<file path="config.mk">
export PLATFORM = sky130hd
export DESIGN_NAME = ball_read
export DESIGN_NICKNAME = d
export VERILOG_FILES = /design/src/rtl/pong_pkg.sv /design/src/rtl/ball_decode.sv /design/src/rtl/ball_read.sv
export SDC_FILE = /design/constraint.sdc
export NUM_CORES = 1
export LEC_CHECK = 0
export ABC_AREA = 1
export ABC_CLOCK_PERIOD_IN_PS = 2280
export CORE_UTILIZATION = 40
export DETAILED_ROUTE_END_ITERATION = 8
export GPL_TIMING_DRIVEN = 0
export SLEW_MARGIN = 40
export SYNTH_ARGS = -nofsm -noshare
export SYNTH_HDL_FRONTEND = slang
export SYNTH_SLANG_ARGS = --single-unit
</file>
<file path="constraint.sdc">
create_clock -name clk -period 2.28 [get_ports clk]
set_input_delay 0.57 -clock clk [delete_from_list [all_inputs] [get_ports clk]]
set_output_delay 0.57 -clock clk [all_outputs]
set_load 0.005 [all_outputs]
</file>
<file path="src/rtl/pong_pkg.sv">
// ============================================================================
// Module   : pong_pkg
// Purpose  : Shared matrix geometry, qualifier FSM state type and one-hot
//            helpers for the ball position reader.
// Ports    : none (package)
// Revision : 1.0  initial release
// ============================================================================
`default_nettype none

package pong_pkg;

  localparam int MATRIX_DIM = 8;
  localparam int COORD_W    = 3;

  // TRACK: counting identical samples of the candidate.
  // WAIT : candidate already handled, idle until the sample changes.
  typedef enum logic [0:0] {
    ST_TRACK = 1'b0,
    ST_WAIT  = 1'b1
  } qual_state_e;

  // Exactly one bit set: non-zero and clearing the lowest set bit leaves zero.
  function automatic logic is_onehot(input logic [MATRIX_DIM-1:0] v);
    return (v != '0) && ((v & (v - 1'b1)) == '0);
  endfunction

  // Index of the set bit; only meaningful when is_onehot(v) holds.
  function automatic logic [COORD_W-1:0] onehot_index(input logic [MATRIX_DIM-1:0] v);
    logic [COORD_W-1:0] idx;
    idx = '0;
    for (int i = 0; i < MATRIX_DIM; i++) begin
      if (v[i]) idx = COORD_W'(i);
    end
    return idx;
  endfunction

endpackage

`default_nettype wire

</file>
<file path="src/rtl/ball_decode.sv">
// ============================================================================
// Module   : ball_decode
// Purpose  : Combinational decode of a matrix drive pattern into ball
//            position. Legal patterns are "off" (both drives zero) or
//            "lit" (one column high, one row low); all others are illegal.
// Ports    : i_sx    column drive, active-high
//            i_sy    row drive, active-low
//            o_legal pattern is off or lit
//            o_on    pattern is lit
//            o_x     column index (0 unless lit)
//            o_y     row index (0 unless lit)
// Revision : 1.0  initial release
// ============================================================================
`default_nettype none

module ball_decode
  import pong_pkg::*;
(
  input  logic [MATRIX_DIM-1:0] i_sx,
  input  logic [MATRIX_DIM-1:0] i_sy,
  output logic                  o_legal,
  output logic                  o_on,
  output logic [COORD_W-1:0]    o_x,
  output logic [COORD_W-1:0]    o_y
);

  logic w_off;
  logic w_lit;

  assign w_off   = (i_sx == '0) && (i_sy == '0);
  // Rows are active-low, so invert before the one-hot test.
  assign w_lit   = is_onehot(i_sx) && is_onehot(~i_sy);
  assign o_legal = w_off || w_lit;
  assign o_on    = w_lit;
  assign o_x     = w_lit ? onehot_index(i_sx)  : '0;
  assign o_y     = w_lit ? onehot_index(~i_sy) : '0;

endmodule

`default_nettype wire

</file>
<file path="src/rtl/ball_read.sv">
// ============================================================================
// Module   : ball_read
// Purpose  : Samples the LED matrix drive {Sx,Sy}, qualifies a pattern once
//            it has been stable for STABLE_CYCLES samples, and reports each
//            new legal position through a valid/ready output register.
//            Illegal qualified patterns and dropped events raise sticky
//            error flags cleared by err_clr.
// Macro    : BALL_READ_SYNC_EN - two-flop synchronizer on the inputs
//            (otherwise a single register stage).
// Ports    : clk, rst_n (async, active-low)
//            Sx, Sy          matrix drive inputs
//            out_x/out_y/out_on, out_valid, out_ready  event handshake
//            err_illegal, err_overrun, err_clr          sticky error flags
// Revision : 1.0  initial release
// ============================================================================
`default_nettype none

module ball_read
  import pong_pkg::*;
#(
  parameter int STABLE_CYCLES = 4
) (
  input  logic                  clk,
  input  logic                  rst_n,
  input  logic [MATRIX_DIM-1:0] Sx,
  input  logic [MATRIX_DIM-1:0] Sy,
  output logic [COORD_W-1:0]    out_x,
  output logic [COORD_W-1:0]    out_y,
  output logic                  out_on,
  output logic                  out_valid,
  input  logic                  out_ready,
  output logic                  err_illegal,
  output logic                  err_overrun,
  input  logic                  err_clr
);

  localparam int         C_PAT_W  = 2 * MATRIX_DIM;
  localparam int         C_EVT_W  = 2 * COORD_W + 1;
  localparam logic [7:0] C_STABLE = 8'(STABLE_CYCLES);

  // ---------------------------------------------------------------- sampling
  logic [C_PAT_W-1:0] samp_q;

`ifdef BALL_READ_SYNC_EN
  logic [C_PAT_W-1:0] sync1_q;
  always_ff @(posedge clk or negedge rst_n) begin
    if (!rst_n) begin
      sync1_q <= '0;
      samp_q  <= '0;
    end else begin
      sync1_q <= {Sx, Sy};
      samp_q  <= sync1_q;
    end
  end
`else
  always_ff @(posedge clk or negedge rst_n) begin
    if (!rst_n) samp_q <= '0;
    else        samp_q <= {Sx, Sy};
  end
`endif

  // ---------------------------------------------------------------- state
  qual_state_e        state_q, state_d;
  logic [C_PAT_W-1:0] cand_q, cand_d;
  logic [7:0]         count_q, count_d;
  logic [C_EVT_W-1:0] last_q, last_d;       // {on, x, y} last reported
  logic               last_vld_q, last_vld_d;
  logic [COORD_W-1:0] out_x_q, out_x_d;
  logic [COORD_W-1:0] out_y_q, out_y_d;
  logic               out_on_q, out_on_d;
  logic               out_valid_q, out_valid_d;
  logic               err_illegal_q, err_illegal_d;
  logic               err_overrun_q, err_overrun_d;

  logic               w_qualify;
  logic               w_legal;
  logic               w_on;
  logic [COORD_W-1:0] w_x;
  logic [COORD_W-1:0] w_y;
  logic               w_emit;

  ball_decode u_decode (
    .i_sx    (cand_q[C_PAT_W-1:MATRIX_DIM]),
    .i_sy    (cand_q[MATRIX_DIM-1:0]),
    .o_legal (w_legal),
    .o_on    (w_on),
    .o_x     (w_x),
    .o_y     (w_y)
  );

  always_ff @(posedge clk or negedge rst_n) begin
    if (!rst_n) begin
      state_q       <= ST_TRACK;
      cand_q        <= '0;
      count_q       <= '0;
      last_q        <= '0;
      last_vld_q    <= 1'b0;
      out_x_q       <= '0;
      out_y_q       <= '0;
      out_on_q      <= 1'b0;
      out_valid_q   <= 1'b0;
      err_illegal_q <= 1'b0;
      err_overrun_q <= 1'b0;
    end else begin
      state_q       <= state_d;
      cand_q        <= cand_d;
      count_q       <= count_d;
      last_q        <= last_d;
      last_vld_q    <= last_vld_d;
      out_x_q       <= out_x_d;
      out_y_q       <= out_y_d;
      out_on_q      <= out_on_d;
      out_valid_q   <= out_valid_d;
      err_illegal_q <= err_illegal_d;
      err_overrun_q <= err_overrun_d;
    end
  end

  // ---------------------------------------------------------------- next state
  always_comb begin
    state_d   = state_q;
    cand_d    = cand_q;
    count_d   = count_q;
    w_qualify = 1'b0;
    case (state_q)
      ST_TRACK: begin
        if (count_q == C_STABLE) begin
          // Candidate is stable: decide once. A sample that already moved
          // on starts a fresh track immediately instead of idling in WAIT.
          w_qualify = 1'b1;
          if (samp_q != cand_q) begin
            cand_d  = samp_q;
            count_d = 8'd1;
          end else begin
            state_d = ST_WAIT;
          end
        end else if (samp_q != cand_q) begin
          cand_d  = samp_q;
          count_d = 8'd1;
        end else begin
          count_d = count_q + 8'd1;
        end
      end
      ST_WAIT: begin
        if (samp_q != cand_q) begin
          state_d = ST_TRACK;
          cand_d  = samp_q;
          count_d = 8'd1;
        end
      end
      default: state_d = ST_TRACK;
    endcase
  end

  // ---------------------------------------------------------------- outputs
  always_comb begin
    out_x_d     = out_x_q;
    out_y_d     = out_y_q;
    out_on_d    = out_on_q;
    out_valid_d = out_valid_q;
    last_d      = last_q;
    last_vld_d  = last_vld_q;
    err_illegal_d = err_illegal_q;
    err_overrun_d = err_overrun_q;

    w_emit = w_qualify && w_legal && (!last_vld_q || ({w_on, w_x, w_y} != last_q));

    if (out_valid_q && out_ready) out_valid_d = 1'b0;

    if (w_emit) begin
      if (out_valid_q && !out_ready) begin
        // Pending event not taken: drop the new one, keep last-reported
        // so the dropped pattern can still be reported later.
        err_overrun_d = 1'b1;
      end else begin
        out_x_d     = w_x;
        out_y_d     = w_y;
        out_on_d    = w_on;
        out_valid_d = 1'b1;
        last_d      = {w_on, w_x, w_y};
        last_vld_d  = 1'b1;
      end
    end

    if (w_qualify && !w_legal) err_illegal_d = 1'b1;

    // Clear wins over a same-cycle set.
    if (err_clr) begin
      err_illegal_d = 1'b0;
      err_overrun_d = 1'b0;
    end
  end

  assign out_x       = out_x_q;
  assign out_y       = out_y_q;
  assign out_on      = out_on_q;
  assign out_valid   = out_valid_q;
  assign err_illegal = err_illegal_q;
  assign err_overrun = err_overrun_q;

endmodule

`default_nettype wire

</file>
==> impl_metrics.yaml, run 1 <==
timing:
  timing_max_transition_violations_final: 0
  finalHoldViolations: 0
  fin_clk_skew_ps: 3.406
  slew-limit-headroom_pct: 70.82
  maxClockFrequency_ghz: 0.4522
  layout_min_cycle_time_ps: 2212
  slew_at_the_pin_with_the_worst_max_slew_slack_ps: 433.7
  timing.hold.ws_ps: 144.1
  rsz_0062_raised_after_global_routing: "yes"
  finalCritPeriodShare_pct: 97.00
  finalSetupViolCount: 0
floorplan:
  std_cell_rows: 29
  die-area_um2: 7195
  floorplan.initialDensity_pct: 42.25
  design.core.area_um2: 6495
  fp.dieW_um: 84.83
  floorplan.io_pins: 30
  die_y_um: 84.83
clock_network:
  clock_latency_ps: 310
  path_clk_slew_ps: 90
  cts_max_level: 2
  root_buffer_selected_by_cts: "sky130_fd_sc_hd__clkbuf_8"
  max-clock-path-buffers: 2
  ctsHoldBuffers: 0
  tritoncts: "built"
  cts_num_sinks: 52
  numCtsBuffers: 5
yosys:
  syn_inst: 348
  synth_enable_flop_cells: 0
  yosysSeqAreaShare_pct: 47.42
  main_combinational_cell_family_by_area_after_synthesis: "simple AND/OR/NAND/NOR gates"
  synthAdderAreaFrac_pct: 0.9120
  async_flop_share_pct: 100.0
  synth_xor_area_share_pct: 4.788
  post_synth.cell_area_avg_um2: 7.885
  synth-main-ff-cell: "sky130_fd_sc_hd__dfrtp_1"
  synth.mux.area_fraction_pct: 0
  mappedNetlistNets: 370
  ys_top_cells_by_count: "sky130_fd_sc_hd__nand2_1 (82), sky130_fd_sc_hd__dfrtp_1 (52), sky130_fd_sc_hd__inv_1 (49), sky130_fd_sc_hd__nor2_1 (43), sky130_fd_sc_hd__nand4_1 (18)"
  synth.area.top_cells: "sky130_fd_sc_hd__dfrtp_1 (47%), sky130_fd_sc_hd__nand2_1 (11%), sky130_fd_sc_hd__inv_1 (6.7%)"
  synthesis.area_um2: 2744
  ys_ff_latch: 52
  netlist-cell-type-count: 29
  synth_compound_area_share_pct: 5.016
  yosys_warnings: 0
  yosys.cell_count.top_type: "sky130_fd_sc_hd__nand2_1"
  synth.largest_area_cell: "sky130_fd_sc_hd__dfrtp_1"
  yosys.area.top_type_share_pct: 47.42
  simple_gate_share_of_the_synthesized_area_pct: 32.15
routing:
  detail_route.first_pass.iterations: 7
  route.vias.total: 2256
  routed_wire_length_per_instance_um: 11.43
  route.detailed.drc: 1
  route.detailed.vias_per_inst: 4.730
  drt-total-wl_mm: 5.450
  drt_iter0_markers: 104
  drtAntennaViolNets: 0
setup_path:
  critPathLaunchType: "flip-flop"
  reg2regPathDepth: 15
  endpoint_kind: "flip-flop"
  crit_fanout: 8
  flop_to_flop_setup_slack_ps: 70
  reg2reg_to: "last_q[0]$_DFFE_PN0P_"
  timing.setup.critical_path_class: "flip-flop to flip-flop"
  crit_arrival_ps: 2420
  critical_path.reg2reg.startpoint: "cand_q[15]$_DFFE_PN0N_"
  cp.required_ps: 2490
placed_design:
  last_weighted_congestion_value_of_the_routability_driven_placer: 0.8231
  post_dp_hpwl_mm: 4.046
  portBuffers: 29
  dp_cells: 455
final_layout:
  fill_cells: 606
  finish.net_count: 421
  area_growth_from_synthesis_to_layout_pct: 25.90
  antenna-diode-count: 0
  drive_above_1_share_pct: 18.00
  layout.cells.non_filler: 477
power_and_ir_drop:
  power-per-cell-area_nw_per_um2: 498.2
  power.ir.vdd_worst_v: 0.0002868
  power_leakage_uw: 0.001660
global_route:
  globalRoute.busiestLayer: "met2"
  grt_pass1_wl_mm: 9.611
  global_route.overflow_total: 0
  grt_max_degree: 31
  grt.met3_usage_pct: 3.210
  met1_resource_use_gr_pct: 21.29
  track_usage_pct: 16.83
  vias_in_the_first_global_route: 2216
  antenna_found_initial: 0
  met2_usage_pct: 29.12
flow_run:
  cap_viol_max_count: 0
min_path:
  worst_hold_path_type: "primary input to async pin"
run_status:
  failed_checks: "design-rule violations"
  result_of_the_run: "complete, but fails checks"
cell usage in the layout (no fill, tap or decap), drive strengths merged:
master / Yosys / routed
a21boi: 1 / 1
a21oi: 10 / 10
a22oi: 1 / 1
and3: 1 / 1
buf: 1 / 16
clkbuf: 16 / 22
clkdlybuf4s50: 0 / 28
clkinv: 2 / 3
dfrtp: 52 / 52
ha: 2 / 2
inv: 51 / 52
nand2: 91 / 92
nand3: 16 / 16
nand3b: 1 / 1
nand4: 18 / 18
nor2: 53 / 53
nor3: 3 / 3
nor4: 4 / 4
o21a: 1 / 1
o21ai: 7 / 7
o21bai: 2 / 2
xnor2: 4 / 4
xor2: 11 / 11
state kept, by name (all words and copies together) (netlist names):
register,cells
last_vld_q,1
err_illegal,1
cand_q,16
state_q,1
out_valid,1
err_overrun,1
count_q,8
last_q,7
samp_q,16
layout make-up:
class | count | area (µm²) | area share [%]
clock buffer | 6 | 82.58 | 2.390
tap | 77 | 96.34 | 2.789
timing repair buffer | 43 | 409.1 | 11.84
inverter | 53 | 198.9 | 5.759
multi-input combinational | 227 | 1280 | 37.05
clock inverter | 2 | 13.76 | 0.3984
buffer | 17 | 67.56 | 1.956
sequential | 52 | 1306 | 37.81
how the worst max path moves through the flow:
stage / end / slack, ps / cells past startpoint / startpoint
finish: last_q[0]$_DFFE_PN0P_ / 70 / 15 / cand_q[15]$_DFFE_PN0N_
global route: last_q[0]$_DFFE_PN0P_ / -140 / 17 / cand_q[12]$_DFFE_PN0N_
CTS: last_q[4]$_DFFE_PN0P_ / 50 / 16 / cand_q[12]$_DFFE_PN0N_
detailed placement: last_q[4]$_DFFE_PN0P_ / -20 / 10 / cand_q[10]$_DFFE_PN0N_
floorplan: last_q[0]$_DFFE_PN0P_ / 370 / 16 / cand_q[9]$_DFFE_PN0N_
global placement: last_vld_q$_DFFE_PN0P_ / -930 / 1 / rst_n
critical path, cell delays in order (launching register included):
cell and delay, ps:
sky130_fd_sc_hd__dfrtp_1 500, sky130_fd_sc_hd__nor2_1 70, sky130_fd_sc_hd__nand2_1 150, sky130_fd_sc_hd__nor2_1 90
sky130_fd_sc_hd__nor2_2 90, sky130_fd_sc_hd__nand2_2 60, sky130_fd_sc_hd__nor2_4 230, sky130_fd_sc_hd__buf_4 160
sky130_fd_sc_hd__nand3_1 80, sky130_fd_sc_hd__nand2_1 70, sky130_fd_sc_hd__nand2_1 70, sky130_fd_sc_hd__and3_4 170
sky130_fd_sc_hd__nand2_8 90, sky130_fd_sc_hd__nand3_4 130, sky130_fd_sc_hd__nand2_1 100, sky130_fd_sc_hd__nand2_1 50
routing by layer:
metal	share of wire (%)	wire, µm	vias up
li1	-	-	1178
met1	47	2579	1035
met2	48	2598	38
met3	3.9	213	5
met4	1.1	59	0
met5	0	0	-
power by group:
part	internal, µW	switching (µW)	total, µW	leakage, µW
logic	84.7	93.4	178	0.000971
registers	951	31.9	983	0.000638
clock network	249	311	560	0.0000516
per-stage QoR:
stage               TNS [ps]  util (%)  cell area [µm²]  worst slack, ps  total power [µW]
finish                     0     53.19             3455            68.40              1721
floorplan                  0         -             2744            368.2              1084
global placement      -48060     48.20             3131           -926.7              1156
CTS                        0     50.07             3252            53.68              1727
detailed placement    -45.81     48.47             3148           -16.30              1163
global route           -1080     53.19             3455           -135.9              1803
kinds of logic after synthesis:
| family | after synthesis |
|---|---|
| simple gates | 187 |
| buf+inv | 70 |
| flops | 52 |
| compound gates | 22 |
| xor+xnor | 15 |
| fa+ha+maj | 2 |
what timing repair did:
action	CTS	global route
endpoints found under the setup margin	7	12
endpoints found under the hold margin	0	0
pin swaps	0	12
cloned	0	1
buffers inserted	0	13
gates resized for setup	1	30
Note: power is estimated with default switching activity, not from simulation.
==> run 2: changes to the inputs <==
--- a/config.mk
+++ b/config.mk
@@ -10,6 +10,7 @@
 export CORE_UTILIZATION = 40
 export DETAILED_ROUTE_END_ITERATION = 8
 export GPL_TIMING_DRIVEN = 0
+export RECOVER_POWER = 50
 export SLEW_MARGIN = 40
 export SYNTH_ARGS = -nofsm -noshare
 export SYNTH_HDL_FRONTEND = slang
==> impl_metrics.yaml, run 2 (synthesized netlist as in run 1, its figures left out) <==
floorplan:
  fp.dieW_um: 84.83
  std_cell_rows: 29
  design.core.area_um2: 6495
  die-area_um2: 7195
  floorplan.io_pins: 30
  die_y_um: 84.83
  floorplan.initialDensity_pct: 42.25
power_and_ir_drop:
  share_clk_of_total_power_pct: 32.6
  power.ir.vdd_worst_v: 0.0002868
  power-per-cell-area_nw_per_um2: 499.7
  net-switching-power_uw: 436.1
  swShare_pct: 25.40
  power.share.combinational_pct: 10.1
  share_seq_of_total_power_pct: 57.3
  power_leakage_uw: 0.001652
  p_int_uw: 1281
clock_network:
  ctsHoldBuffers: 0
  max-clock-path-buffers: 2
  numCtsBuffers: 5
  cts_max_level: 2
  cts_num_sinks: 52
  tritoncts: "built"
  root_buffer_selected_by_cts: "sky130_fd_sc_hd__clkbuf_8"
  clock_latency_ps: 310
  path_clk_slew_ps: 90
routing:
  drt-total-wl_mm: 5.456
  drtAntennaViolNets: 0
  route.vias.total: 2256
  route.detailed.vias_per_inst: 4.730
  drt_iter0_markers: 104
  routed_wire_length_per_instance_um: 11.44
  detail_route.first_pass.iterations: 7
  route.detailed.drc: 1
final_layout:
  antenna-diode-count: 0
  final_cell_mix: "sky130_fd_sc_hd__nand2_1 (73), sky130_fd_sc_hd__inv_1 (48), sky130_fd_sc_hd__dfrtp_1 (48), sky130_fd_sc_hd__nor2_1 (39), sky130_fd_sc_hd__clkdlybuf4s50_1 (28)"
  layout_commonest_cell: "sky130_fd_sc_hd__nand2_1"
  drive_above_1_share_pct: 17.75
  fill_cells: 608
  post_route_standard_cell_area_excluding_fillers_um2: 3436
  top_regs: "cand_q: 16 flops, samp_q: 16 flops, count_q: 8 flops"
  finish.net_count: 421
  area_growth_from_synthesis_to_layout_pct: 25.22
timing:
  timing_max_transition_violations_final: 0
  finalHoldViolations: 0
  fin_clk_skew_ps: 3.406
  maxClockFrequency_ghz: 0.4522
  layout_min_cycle_time_ps: 2212
  slew-limit-headroom_pct: 16.34
  finalCritPeriodShare_pct: 97.00
  final_critical_path_setup_slack_ps: 68.40
  finalSetupViolCount: 0
  slew_at_the_pin_with_the_worst_max_slew_slack_ps: 1255
  rsz_0062_raised_after_global_routing: "yes"
placed_design:
  detailedPlace.worstSlack_ps: -16.30
  post_dp_hpwl_mm: 4.046
  last_weighted_congestion_value_of_the_routability_driven_placer: 0.8231
  instance_area_at_placement_um2: 3148
  portBuffers: 29
run_status:
  failed_checks: "design-rule violations"
  result_of_the_run: "complete, but fails checks"
global_route:
  track_usage_pct: 16.83
  grt_max_degree: 31
  grt_pass1_wl_mm: 9.611
  vias_in_the_first_global_route: 2216
  global_route.overflow_total: 0
  antenna_found_initial: 0
setup_path:
  endpoint_kind: "flip-flop"
  crit_arrival_ps: 2420
  crit_fanout: 8
  timing.setup.critical_path_class: "flip-flop to flip-flop"
  critPathLaunchType: "flip-flop"
  cp.required_ps: 2490
min_path:
  worst_hold_path_type: "flip-flop to flip-flop"
flow_run:
  cap_viol_max_count: 0
run 2: worst paths after layout:
check	depth (start not counted)	startpoint	end	slack [ps]
worst max register to register	15	cand_q[15]$_DFFE_PN0N_	last_q[0]$_DFFE_PN0P_	70
max in group asynchronous	2	rst_n	cand_q[9]$_DFFE_PN0N_	390
worst max-delay path	15	cand_q[15]$_DFFE_PN0N_	last_q[0]$_DFFE_PN0P_	70
worst min register to register	1	samp_q[6]$_DFF_PN0_	cand_q[6]$_DFFE_PN0N_	480
min in group asynchronous	1	rst_n	samp_q[9]$_DFF_PN0_	500
worst min-delay path	1	samp_q[6]$_DFF_PN0_	cand_q[6]$_DFFE_PN0N_	480
run 2: critical path: stages (launching register included):
cell                      delay [ps]
sky130_fd_sc_hd__dfrtp_1         500
sky130_fd_sc_hd__nor2_1           70
sky130_fd_sc_hd__nand2_1         150
sky130_fd_sc_hd__nor2_1           90
sky130_fd_sc_hd__nor2_2           90
sky130_fd_sc_hd__nand2_2          60
sky130_fd_sc_hd__nor2_4          230
sky130_fd_sc_hd__buf_4           160
sky130_fd_sc_hd__nand3_1          80
sky130_fd_sc_hd__nand2_1          70
sky130_fd_sc_hd__nand2_1          70
sky130_fd_sc_hd__and3_4          170
sky130_fd_sc_hd__nand2_8          90
sky130_fd_sc_hd__nand3_4         130
sky130_fd_sc_hd__nand2_1         100
sky130_fd_sc_hd__nand2_1          50
run 2: area by class of cell:
class                           instances  area (µm²)  share of cell area, %
Sequential cell                        52        1306                  38.02
Tap cell                               77       96.34                  2.804
Clock buffer                            6       82.58                  2.403
Multi-Input combinational cell        227        1280                  37.25
Timing Repair Buffer                   43       390.4                  11.36
Inverter                               53       198.9                  5.790
Clock inverter                          2       13.76                 0.4006
Buffer                                 17       67.56                  1.966
run 2: per-stage QoR:
stage | cells | hold slack, ps | total power, µW | util [%] | setup TNS (ps)
global placement | 454 | 457.8 | 1156 | 48.20 | -48060
floorplan | 348 | 274.4 | 1084 | - | 0
detailed placement | 455 | 451.6 | 1163 | 48.47 | -45.81
global route | 477 | 497.7 | 1798 | 52.90 | -1080
CTS | 463 | 153.1 | 1727 | 50.07 | 0
finish | 477 | 475.5 | 1717 | 52.90 | 0
run 2: repair_timing:
item                       in CTS  in global routing
cloned                          0                  1
gates resized for setup         1                 30
pin swaps                       0                 12
setup endpoints to repair       7                 12
buffers inserted                0                 13
run 2: power groups by stage:
stage	registers (µW)	clock network, µW	logic [µW]
floorplan	992	0	91.6
global placement	998	0	157
detailed placement	999	0	164
CTS	981	581	165
global route	988	612	199
finish	983	560	174
run 2: routing by layer:
metal,GRT usage (%),vias to the layer above,part of all wire (%)
li1,-,1178,-
met1,21.29,1035,47
met2,29.12,38,48
met3,3.210,5,3.9
met4,5.547,0,1.1
met5,0,-,0
